**src/rtl/spi_slave_core_if.sv**
```systemverilog
// Signal bundle between the SPI responder and its surroundings: serial pins, mode
// configuration and the local transmit-load / receive-valid handshake.
interface spi_slave_core_if #(
    parameter int DATA_WIDTH = 8
);
    logic                  cpol;
    logic                  cpha;
    logic                  lsbfe;
    logic                  sclk;
    logic                  ss;
    logic                  mosi;
    logic                  miso;
    logic                  miso_oe;
    logic [DATA_WIDTH-1:0] tx_data;
    logic                  tx_load;
    logic                  tx_ready;
    logic [DATA_WIDTH-1:0] rx_data;
    logic                  rx_valid;
    logic                  rx_ack;
    logic                  overrun;
    logic                  clr_overrun;
    logic                  busy;

    modport slave (
        input  cpol, cpha, lsbfe, sclk, ss, mosi, tx_data, tx_load, rx_ack, clr_overrun,
        output miso, miso_oe, tx_ready, rx_data, rx_valid, overrun, busy
    );

    modport master (
        output cpol, cpha, lsbfe, sclk, ss, mosi, tx_data, tx_load, rx_ack, clr_overrun,
        input  miso, miso_oe, tx_ready, rx_data, rx_valid, overrun, busy
    );
endinterface

```
**src/rtl/spi_slave_core.sv**
```systemverilog
// SPI responder: oversamples sclk/ss/mosi with PCLK, shifts one full-duplex word per
// frame in any CPOL/CPHA mode and hands the received word over with a valid pulse.
//
// state  | meaning
// IDLE   | deselected, miso released, waiting for ss to fall
// ACTIVE | frame running, sampling and shifting on sclk edges
// DONE   | last bit captured; publish rx_data and pulse rx_valid
// HOLD   | word delivered, ignore sclk, keep driving miso until ss rises
module spi_slave_core #(
    parameter int DATA_WIDTH  = 8,
    parameter int SYNC_STAGES = 2
) (
    input  logic              PCLK,
    input  logic              PRESET,
    spi_slave_core_if.slave   bus
);
    localparam int CW = $clog2(DATA_WIDTH + 1);
    localparam logic [CW-1:0] LAST_BIT = CW'(DATA_WIDTH - 1);

    typedef enum logic [1:0] {IDLE, ACTIVE, DONE, HOLD} state_t;

    state_t                  state_q, state_d;
    logic [SYNC_STAGES-1:0]  sclk_sync_q, sclk_sync_d;
    logic [SYNC_STAGES-1:0]  ss_sync_q, ss_sync_d;
    logic [SYNC_STAGES-1:0]  mosi_sync_q, mosi_sync_d;
    logic                    sclk_prev_q, sclk_prev_d;
    logic                    ss_prev_q, ss_prev_d;
    logic [DATA_WIDTH-1:0]   tx_buf_q, tx_buf_d;
    logic                    tx_ready_q, tx_ready_d;
    logic [DATA_WIDTH-1:0]   tx_shift_q, tx_shift_d;
    logic [DATA_WIDTH-1:0]   rx_shift_q, rx_shift_d;
    logic [CW-1:0]           bit_cnt_q, bit_cnt_d;
    logic                    miso_q, miso_d;
    logic                    miso_oe_q, miso_oe_d;
    logic                    busy_q, busy_d;
    logic [DATA_WIDTH-1:0]   rx_data_q, rx_data_d;
    logic                    rx_valid_q, rx_valid_d;
    logic                    rx_full_q, rx_full_d;
    logic                    overrun_q, overrun_d;

    logic                    sclk_s, ss_s, mosi_s;
    logic                    sclk_edge, lead_edge, trail_edge, sample_edge, shift_edge;
    logic                    ss_fall;
    logic [DATA_WIDTH-1:0]   start_word, start_shifted, tx_shifted, rx_shifted;
    logic                    start_bit, tx_next_bit;

    assign sclk_sync_d = {sclk_sync_q[SYNC_STAGES-2:0], bus.sclk};
    assign ss_sync_d   = {ss_sync_q[SYNC_STAGES-2:0], bus.ss};
    assign mosi_sync_d = {mosi_sync_q[SYNC_STAGES-2:0], bus.mosi};
    assign sclk_s      = sclk_sync_q[SYNC_STAGES-1];
    assign ss_s        = ss_sync_q[SYNC_STAGES-1];
    assign mosi_s      = mosi_sync_q[SYNC_STAGES-1];
    assign sclk_prev_d = sclk_s;
    assign ss_prev_d   = ss_s;

    assign sclk_edge   = sclk_s ^ sclk_prev_q;
    assign lead_edge   = sclk_edge & (sclk_s != bus.cpol);
    assign trail_edge  = sclk_edge & (sclk_s == bus.cpol);
    assign sample_edge = bus.cpha ? trail_edge : lead_edge;
    assign shift_edge  = bus.cpha ? lead_edge : trail_edge;
    assign ss_fall     = ss_prev_q & ~ss_s;

    // An empty buffer at frame start sends all zeros.
    assign start_word    = tx_ready_q ? '0 : tx_buf_q;
    assign start_bit     = bus.lsbfe ? start_word[0] : start_word[DATA_WIDTH-1];
    assign start_shifted = bus.lsbfe ? {1'b0, start_word[DATA_WIDTH-1:1]}
                                     : {start_word[DATA_WIDTH-2:0], 1'b0};
    assign tx_next_bit   = bus.lsbfe ? tx_shift_q[0] : tx_shift_q[DATA_WIDTH-1];
    assign tx_shifted    = bus.lsbfe ? {1'b0, tx_shift_q[DATA_WIDTH-1:1]}
                                     : {tx_shift_q[DATA_WIDTH-2:0], 1'b0};
    assign rx_shifted    = bus.lsbfe ? {mosi_s, rx_shift_q[DATA_WIDTH-1:1]}
                                     : {rx_shift_q[DATA_WIDTH-2:0], mosi_s};

    always_comb begin
        state_d    = state_q;
        tx_buf_d   = tx_buf_q;
        tx_ready_d = tx_ready_q;
        tx_shift_d = tx_shift_q;
        rx_shift_d = rx_shift_q;
        bit_cnt_d  = bit_cnt_q;
        miso_d     = miso_q;
        miso_oe_d  = miso_oe_q;
        busy_d     = busy_q;
        rx_data_d  = rx_data_q;
        rx_valid_d = 1'b0;
        rx_full_d  = rx_full_q & ~bus.rx_ack;
        overrun_d  = overrun_q & ~bus.clr_overrun;

        case (state_q)
            IDLE: begin
                if (ss_fall) begin
                    state_d    = ACTIVE;
                    tx_ready_d = 1'b1;
                    bit_cnt_d  = '0;
                    rx_shift_d = '0;
                    busy_d     = 1'b1;
                    miso_oe_d  = 1'b1;
                    // With cpha=1 the first bit waits for the first leading edge.
                    if (!bus.cpha) begin
                        miso_d     = start_bit;
                        tx_shift_d = start_shifted;
                    end else begin
                        miso_d     = 1'b0;
                        tx_shift_d = start_word;
                    end
                end
            end
            ACTIVE: begin
                if (ss_s) begin
                    state_d   = IDLE;
                    busy_d    = 1'b0;
                    miso_oe_d = 1'b0;
                    miso_d    = 1'b0;
                end else begin
                    if (sample_edge) begin
                        rx_shift_d = rx_shifted;
                        bit_cnt_d  = bit_cnt_q + 1'b1;
                        if (bit_cnt_q == LAST_BIT) begin
                            state_d = DONE;
                            busy_d  = 1'b0;
                        end
                    end
                    if (shift_edge) begin
                        miso_d     = tx_next_bit;
                        tx_shift_d = tx_shifted;
                    end
                end
            end
            DONE: begin
                rx_data_d  = rx_shift_q;
                rx_valid_d = 1'b1;
                // Completion beats a same-cycle ack and clear; overrun uses the pre-ack flag.
                if (rx_full_q) overrun_d = 1'b1;
                rx_full_d = 1'b1;
                if (ss_s) begin
                    state_d   = IDLE;
                    miso_oe_d = 1'b0;
                    miso_d    = 1'b0;
                end else begin
                    state_d = HOLD;
                end
            end
            HOLD: begin
                if (ss_s) begin
                    state_d   = IDLE;
                    miso_oe_d = 1'b0;
                    miso_d    = 1'b0;
                end
            end
            default: state_d = IDLE;
        endcase

        if (bus.tx_load) begin
            tx_buf_d   = bus.tx_data;
            tx_ready_d = 1'b0;
        end
    end

    always_ff @(posedge PCLK or posedge PRESET) begin
        if (PRESET) begin
            state_q     <= IDLE;
            sclk_sync_q <= '0;
            ss_sync_q   <= '1;
            mosi_sync_q <= '0;
            sclk_prev_q <= 1'b0;
            ss_prev_q   <= 1'b1;
            tx_buf_q    <= '0;
            tx_ready_q  <= 1'b1;
            tx_shift_q  <= '0;
            rx_shift_q  <= '0;
            bit_cnt_q   <= '0;
            miso_q      <= 1'b0;
            miso_oe_q   <= 1'b0;
            busy_q      <= 1'b0;
            rx_data_q   <= '0;
            rx_valid_q  <= 1'b0;
            rx_full_q   <= 1'b0;
            overrun_q   <= 1'b0;
        end else begin
            state_q     <= state_d;
            sclk_sync_q <= sclk_sync_d;
            ss_sync_q   <= ss_sync_d;
            mosi_sync_q <= mosi_sync_d;
            sclk_prev_q <= sclk_prev_d;
            ss_prev_q   <= ss_prev_d;
            tx_buf_q    <= tx_buf_d;
            tx_ready_q  <= tx_ready_d;
            tx_shift_q  <= tx_shift_d;
            rx_shift_q  <= rx_shift_d;
            bit_cnt_q   <= bit_cnt_d;
            miso_q      <= miso_d;
            miso_oe_q   <= miso_oe_d;
            busy_q      <= busy_d;
            rx_data_q   <= rx_data_d;
            rx_valid_q  <= rx_valid_d;
            rx_full_q   <= rx_full_d;
            overrun_q   <= overrun_d;
        end
    end

    assign bus.miso     = miso_q;
    assign bus.miso_oe  = miso_oe_q;
    assign bus.tx_ready = tx_ready_q;
    assign bus.rx_data  = rx_data_q;
    assign bus.rx_valid = rx_valid_q;
    assign bus.overrun  = overrun_q;
    assign bus.busy     = busy_q;
endmodule

```
**src/flat_wrapper.sv**
```systemverilog
// flat-port wrapper written by rule: the top's interface ports become plain ports
module spi_slave_core_flat 
#(
    parameter int DATA_WIDTH  = 8,
    parameter int SYNC_STAGES = 2
)
  (PCLK, PRESET, bus_cpol, bus_cpha, bus_lsbfe, bus_sclk, bus_ss, bus_mosi, bus_tx_data, bus_tx_load, bus_rx_ack, bus_clr_overrun, bus_miso, bus_miso_oe, bus_tx_ready, bus_rx_data, bus_rx_valid, bus_overrun, bus_busy);
  spi_slave_core_if #(.DATA_WIDTH(DATA_WIDTH)) bus_i ();
  input  logic PCLK;
  input  logic PRESET;
  input wire logic [$bits(bus_i.cpol)-1:0] bus_cpol;
  input wire logic [$bits(bus_i.cpha)-1:0] bus_cpha;
  input wire logic [$bits(bus_i.lsbfe)-1:0] bus_lsbfe;
  input wire logic [$bits(bus_i.sclk)-1:0] bus_sclk;
  input wire logic [$bits(bus_i.ss)-1:0] bus_ss;
  input wire logic [$bits(bus_i.mosi)-1:0] bus_mosi;
  input wire logic [$bits(bus_i.tx_data)-1:0] bus_tx_data;
  input wire logic [$bits(bus_i.tx_load)-1:0] bus_tx_load;
  input wire logic [$bits(bus_i.rx_ack)-1:0] bus_rx_ack;
  input wire logic [$bits(bus_i.clr_overrun)-1:0] bus_clr_overrun;
  output wire logic [$bits(bus_i.miso)-1:0] bus_miso;
  output wire logic [$bits(bus_i.miso_oe)-1:0] bus_miso_oe;
  output wire logic [$bits(bus_i.tx_ready)-1:0] bus_tx_ready;
  output wire logic [$bits(bus_i.rx_data)-1:0] bus_rx_data;
  output wire logic [$bits(bus_i.rx_valid)-1:0] bus_rx_valid;
  output wire logic [$bits(bus_i.overrun)-1:0] bus_overrun;
  output wire logic [$bits(bus_i.busy)-1:0] bus_busy;
  assign bus_i.cpol = bus_cpol;
  assign bus_i.cpha = bus_cpha;
  assign bus_i.lsbfe = bus_lsbfe;
  assign bus_i.sclk = bus_sclk;
  assign bus_i.ss = bus_ss;
  assign bus_i.mosi = bus_mosi;
  assign bus_i.tx_data = bus_tx_data;
  assign bus_i.tx_load = bus_tx_load;
  assign bus_i.rx_ack = bus_rx_ack;
  assign bus_i.clr_overrun = bus_clr_overrun;
  assign bus_miso = bus_i.miso;
  assign bus_miso_oe = bus_i.miso_oe;
  assign bus_tx_ready = bus_i.tx_ready;
  assign bus_rx_data = bus_i.rx_data;
  assign bus_rx_valid = bus_i.rx_valid;
  assign bus_overrun = bus_i.overrun;
  assign bus_busy = bus_i.busy;
  spi_slave_core #(.DATA_WIDTH(DATA_WIDTH), .SYNC_STAGES(SYNC_STAGES)) u_core (.PCLK(PCLK), .PRESET(PRESET), .bus(bus_i));
endmodule
```
**config.mk**
```make
export PLATFORM = sky130hd
export DESIGN_NAME = spi_slave_core_flat
export DESIGN_NICKNAME = d
export VERILOG_FILES = /design/src/rtl/spi_slave_core_if.sv /design/src/rtl/spi_slave_core.sv /design/src/flat_wrapper.sv
export SDC_FILE = /design/constraint.sdc
export NUM_CORES = 1
export LEC_CHECK = 0
export CAP_MARGIN = 15
export CELL_PAD_IN_SITES_DETAIL_PLACEMENT = 0
export CELL_PAD_IN_SITES_GLOBAL_PLACEMENT = 1
export CORE_MARGIN = 4
export CORE_UTILIZATION = 40
export DETAILED_ROUTE_END_ITERATION = 7
export PLACE_DENSITY = 0.78
export SYNTH_ARGS = -nofsm -noshare
export SYNTH_HDL_FRONTEND = slang
export SYNTH_SLANG_ARGS = --single-unit
```
**constraint.sdc**
```tcl
create_clock -name PCLK -period 1.7 [get_ports PCLK]
set_input_delay 0.34 -clock PCLK [delete_from_list [all_inputs] [get_ports PCLK]]
set_output_delay 0.34 -clock PCLK [all_outputs]
set_load 0.005 [all_outputs]
```
# Word level (Yosys, flattened, before mapping)

Index checks and enable logic that the tools add are counted.

Flip-flop bits (word level): 53
Bits of input ports: 19

Add/subtract/negate cells: 1
Eq/ne operators: 16
Multiplexer cells: 46
Bitwise operators: 9
Reduce and logical (&&, ||, !) cells: 13

Operators with widths:

| operator                                                                 | number |
|---|---|
| 8-bit two-way mux                                                        | 11 |
| 8-bit case mux with 2 select lines                                       | 2 |
| 1-bit two-way mux                                                        | 19 |
| 4-bit AND reduction                                                      | 4 |
| 2-bit two-way mux                                                        | 6 |
| 4-bit two-way mux                                                        | 3 |
| 2-bit by 1-bit inequality test with 1-bit output (second input constant) | 6 |
| 3-bit by 1-bit inequality test with 1-bit output (second input constant) | 3 |
| 2-bit case mux with 4 select lines                                       | 1 |
| 4-bit case mux with 2 select lines                                       | 1 |
| 2-bit nonzero test                                                       | 3 |
| 1-bit bitwise AND                                                        | 5 |
| 4-bit by 1-bit adder with 4-bit output (second input constant)           | 1 |
| 2-bit == test (second input constant)                                    | 2 |
| 4-bit by 3-bit == test with 1-bit output (second input constant)         | 1 |
| 1-bit case mux with 2 select lines                                       | 2 |
| 2-bit AND reduction                                                      | 2 |
| 1-bit inverter                                                           | 3 |
| 1-bit case mux with 3 select lines                                       | 1 |
| 3-bit AND reduction                                                      | 1 |
| 3-bit OR reduction                                                       | 1 |
| 2-bit by 1-bit == test with 1-bit output (second input constant)         | 1 |
| 2-bit logical NOT                                                        | 1 |
| 2-bit inequality test (second input constant)                            | 1 |
| 4 further kinds                                                          | 4 |

# Longest topological paths before layout

Depth after elaboration: 6
Gate-level depth with buffers: 6

# Worst setup path after synthesis

OpenSTA, ideal clock, no wires.

Kind: reg2reg
Start point: register u_core.ss_sync_q[1]
End point: register u_core.miso_q, in the netlist u_core.bus.miso
Arrival time: 1548 ps
Path slack: 24 ps
Stages on the path, launching flop included: 6
Path buffers: 1
Cells stage by stage: dfstp_2 clkbuf_1 nor2b_1 or3_1 o221ai_1 mux2_1

Longest elaborated chain between the ends: 4
Elaborated cells on any way between the ends: 8
Classes of those cells: eq/ne (3); mux (2); bitwise (2); reduce/logical (1)

Ends and longest elaborated chain:

| element                                                           | line                  | text |
|---|---|---|
| start: declaration                                                | spi_slave_core.sv:24  | `logic [SYNC_STAGES-1:0] ss_sync_q, ss_sync_d;` |
| start signal: assignment                                          | spi_slave_core.sv:182 | `ss_sync_q <= ss_sync_d;` |
| 1-bit inverter                                                    | spi_slave_core.sv:61  | `assign ss_fall = ss_prev_q & ~ss_s;` |
| 1-bit bitwise AND                                                 | spi_slave_core.sv:61  |  |
| 2-bit by 1-bit inequality test with 1-bit output (no source line) | -                     |  |
| 3-bit AND reduction (no source line)                              | -                     |  |
| end signal: assignment                                            | spi_slave_core.sv:191 | `miso_q <= miso_d;` |
| end: declaration                                                  | spi_slave_core.sv:33  | `logic miso_q, miso_d;` |

Parallel ways exist; a longest one is shown, timed or not.
A chain may end at the register's enable or synchronous reset.

# Worst setup path in the final report

Start point: register u_core.ss_prev_q
End point: register u_core.rx_shift_q[2]

Longest elaborated chain between the ends: 3

Ends and longest elaborated chain:

| element                                                           | line                  | text |
|---|---|---|
| start: declaration                                                | spi_slave_core.sv:27  | `logic ss_prev_q, ss_prev_d;` |
| start signal: assignment                                          | spi_slave_core.sv:185 | `ss_prev_q <= ss_prev_d;` |
| 1-bit bitwise AND                                                 | spi_slave_core.sv:61  |  |
| 2-bit by 1-bit inequality test with 1-bit output (no source line) | -                     |  |
| 4-bit AND reduction (no source line)                              | -                     |  |
| end signal: assignment                                            | spi_slave_core.sv:189 | `rx_shift_q <= rx_shift_d;` |
| end: declaration                                                  | spi_slave_core.sv:31  | `logic [DATA_WIDTH-1:0] rx_shift_q, rx_shift_d;` |

Every way passes these cells.

==> impl_metrics.py <==
metrics = {
    "pwr": {
        "peakVddDrop_uv": 483,
        "power.static_leakage_nw": 1.54,
        "netSwitchingFraction_pct": 27.2,
        "power.switching_w": 0.000732,
        "power.density_nw_per_um2": 803,
        "p_seq_share_pct": 53.9,
        "internal_power_w": 0.00195,
        "pwr-share-clk_pct": 27.7,
        "comb_power_share_pct": 18.5,
    },
    "global_route": {
        "antenna_found_initial": 0,
        "grt_max_degree": 54,
        "grt_pass1_wl_um": 8090,
        "overflow": 0,
        "grt_usage_pct": 13.4,
        "first_global_vias": 1712,
    },
    "critical_path": {
        "arrival_ns": 1.91,
        "timing.rr.end": "u_core.rx_shift_q[2]",
        "path_max_fanout": 4,
        "reg2reg_slack_ns": 0.001,
        "required_ns": 1.91,
        "r2r_cells": 5,
        "critPathKind": "register to register",
        "cp-start-kind": "register",
        "critPathCaptureType": "register",
        "r2r-start": "u_core.ss_prev_q",
    },
    "logic_synthesis": {
        "yosysSeqAreaShare_pct": 51.5,
        "async_flop_share_pct": 100,
        "synth-seq-cells": 53,
        "ys.warnings.count": 0,
        "syn_nets": 224,
        "synth_top_area_share_pct": 47.4,
        "synth-edff-count": 0,
        "synth_cells": 204,
        "synthFlopType": "dfrtp_1",
        "yosysTopAreaCell": "dfrtp_1",
        "netlist_area_um2": 2580,
        "syn_avg_cell_area_um2": 12.7,
        "synthDistinctLibCells": 44,
        "synth.area.top_cells": "dfrtp_1 47%, mux2_1 9.1%, mux2i_1 7.0%",
    },
    "sta": {
        "slew_violations": 0,
        "max_freq_mhz": 589,
        "setup-violations-final": 0,
        "fin_crit_sh_pct": 99.9,
        "slew_headroom_pct": 66.5,
        "hold_viol": 0,
        "rsz0062_at_grt": "yes",
        "fin_crit_ns": 1.70,
        "finClkSkew_ns": 0.0112,
        "tightestPinTransition_ns": 0.502,
    },
    "detailed_routing": {
        "wl_per_cell_um": 14.5,
        "drt_iter0_drc": 52,
        "drt_wl_total_um": 4830,
        "first_pass_iters": 4,
        "drc_errors": 0,
        "vias": 1703,
        "ant_nets": 0,
        "avgViaCountPerCell": 5.10,
    },
    "clocking": {
        "h-tree-depth": 2,
        "cts_sinks": 53,
        "clk_latency_ns": 0.32,
        "root_buffer": "clkbuf_8",
        "numCtsBuffers": 5,
        "cts_tree": "yes",
        "clk_pin_slew_ns": 0.10,
        "cts_hold_buf": 0,
        "cts_max_path_buffers": 2,
    },
    "finish": {
        "final_core_util_pct": 53.0,
        "instances_no_fill": 334,
        "final_nets": 276,
        "layout-drive-gt1-share_pct": 30.0,
        "antenna_cells": 0,
        "syn_to_final_growth_pct": 29.4,
    },
    "place": {
        "dp_hpwl_um": 3270,
        "post-place-cells": 320,
        "place.gp.congestion": 0.746,
        "io_buffers": 32,
    },
    "job": {
        "max_cap_viol_count": 0,
    },
    "floorplan": {
        "die_h_um": 88.4,
        "core-area_um2": 6310,
        "row_count": 29,
        "fp.dieW_um": 88.4,
        "start_util_pct": 40.9,
        "dieArea_um2": 7810,
        "io_pins": 33,
    },
    "run_status": {
        "status": "completed",
    },
    "hold_path": {
        "hp-start": "u_core.mosi_sync_q[0]",
        "holdPathStages": 0,
        "hold_end": "u_core.mosi_sync_q[1]",
        "hp-class": "register to register",
    },
}
## worst max path at each step
stage / cells after the start / end / slack (ns) / start
2_1_floorplan: 5 / u_core.bus.miso / 0.02 / u_core.ss_sync_q[1]
3_3_place_gp: 5 / u_core.bit_cnt_q[0] / -0.62 / bus_cpha
3_5_place_dp: 5 / u_core.bit_cnt_q[0] / -0.68 / bus_cpha
4_1_cts: 6 / u_core.rx_shift_q[7] / -0.005 / bus_cpol
5_1_grt: 5 / u_core.rx_shift_q[1] / -0.07 / u_core.ss_prev_q
6_report: 5 / u_core.rx_shift_q[2] / 0.001 / u_core.ss_prev_q
## metrics by stage
stage	TNS [ns]	power [W]	hold WS, ns	instance area, um2	setup WS [ns]
after floorplan	0	0.00174	0.331	2580	0.0243
after global placement	-10.13	0.00191	0.333	3110	-0.623
after detailed placement	-11.21	0.00192	0.335	3110	-0.679
after CTS	-0.00498	0.00268	0.357	3250	-0.00498
after global routing	-0.727	0.00283	0.366	3350	-0.0672
final	0	0.00268	0.348	3350	0.00101
## cell families (layout without fill, tap and decap cells)
logic type / count (synthesis) / after routing / synth area share (%)
AOI/OAI and AO/OA: 26 / 26 / 8.23
xor gates and xnor gates: 1 / 1 / 0.629
adders and majority gates: 1 / 1 / 0.484
buffers and inverters: 20 / 73 / 3.92
DFF: 53 / 53 / 51.5
muxes: 58 / 58 / 25.7
and+or+nand+nor: 45 / 45 / 9.58
## flip-flops by register name, indices dropped and copies added, names as in the netlist, 4 cells and up
| register | count |
|---|---|
| u_core.tx_shift_q | 8 |
| u_core.rx_shift_q | 8 |
| u_core.bus.rx_data | 8 |
| u_core.bit_cnt_q | 4 |
| u_core.tx_buf_q | 8 |
## final cells by class
cell class	count	area [um2]
inverters	8	30.0
multi-input cells	131	1230
clock inverters	3	26.3
well taps	77	96.3
clock buffers	5	68.8
fillers	561	2970
flip-flops and latches	53	1330
repair buffers	57	564
## routing by layer
| layer | vias up | global-route usage, % | routed length [um] |
|---|---|---|---|
| met5 | - | 0 | 0 |
| met4 | 0 | 6.18 | 123 |
| met3 | 12 | 2.51 | 177 |
| met2 | 34 | 20.1 | 2260 |
| met1 | 826 | 18.7 | 2270 |
| li1 | 831 | - | - |
## timing repair
item	4_1_cts	5_1_grt
buffers inserted	3	5
resized for setup	9	17
pin swaps	4	1
endpoints found under the setup margin	21	19
## critical path: stages (launching register included)
cell	delay, ns
dfstp_2	0.56
nor2_2	0.04
or3_4	0.35
a21oi_4	0.20
buf_6	0.16
mux2_4	0.29
## power by group through the flow
| stage | registers (W) | logic (W) | clock network (W) |
|---|---|---|---|
| after floorplan | 0.00144 | 0.000298 | 0 |
| after global placement | 0.00147 | 0.000446 | 0 |
| after detailed placement | 0.00147 | 0.000453 | 0 |
| after CTS | 0.00144 | 0.000470 | 0.000769 |
| after global routing | 0.00146 | 0.000546 | 0.000822 |
| final | 0.00145 | 0.000496 | 0.000743 |
## placed cells by master (no fill, tap or decap), types with 2 or more instances in the layout
cell type        instances
nor2b_1                  5
dfstp_2                  4
a21oi_1                  2
mux2i_2                  3
nor2_2                   5
nand2_1                  5
inv_2                    2
clkdlybuf4s50_1         29
buf_6                    3
clkbuf_8                 5
mux2_1                  21
nand2b_1                 4
buf_12                   3
dfrtp_1                 49
mux2_2                   9
mux2_4                   9
inv_1                    6
o22ai_1                  2
a221o_1                  8
mux2i_1                 16
buf_4                   18
clkinv_4                 2
nor2_1                  11
o21ai_1                  2
dlygate4sd2_1            2
o21ba_1                  2
nor2_4                   2
## cells in the mapped netlist, drive strengths merged (4+ instances only)
master / instances
dfrtp: 49
mux2: 39
mux2i: 19
nor2: 18
a221o: 8
inv: 8
buf: 7
clkbuf: 5
nand2: 5
nand2b: 5
nor2b: 5
a21oi: 4
dfstp: 4
o21ai: 4
(Power assumes the default switching activity.)
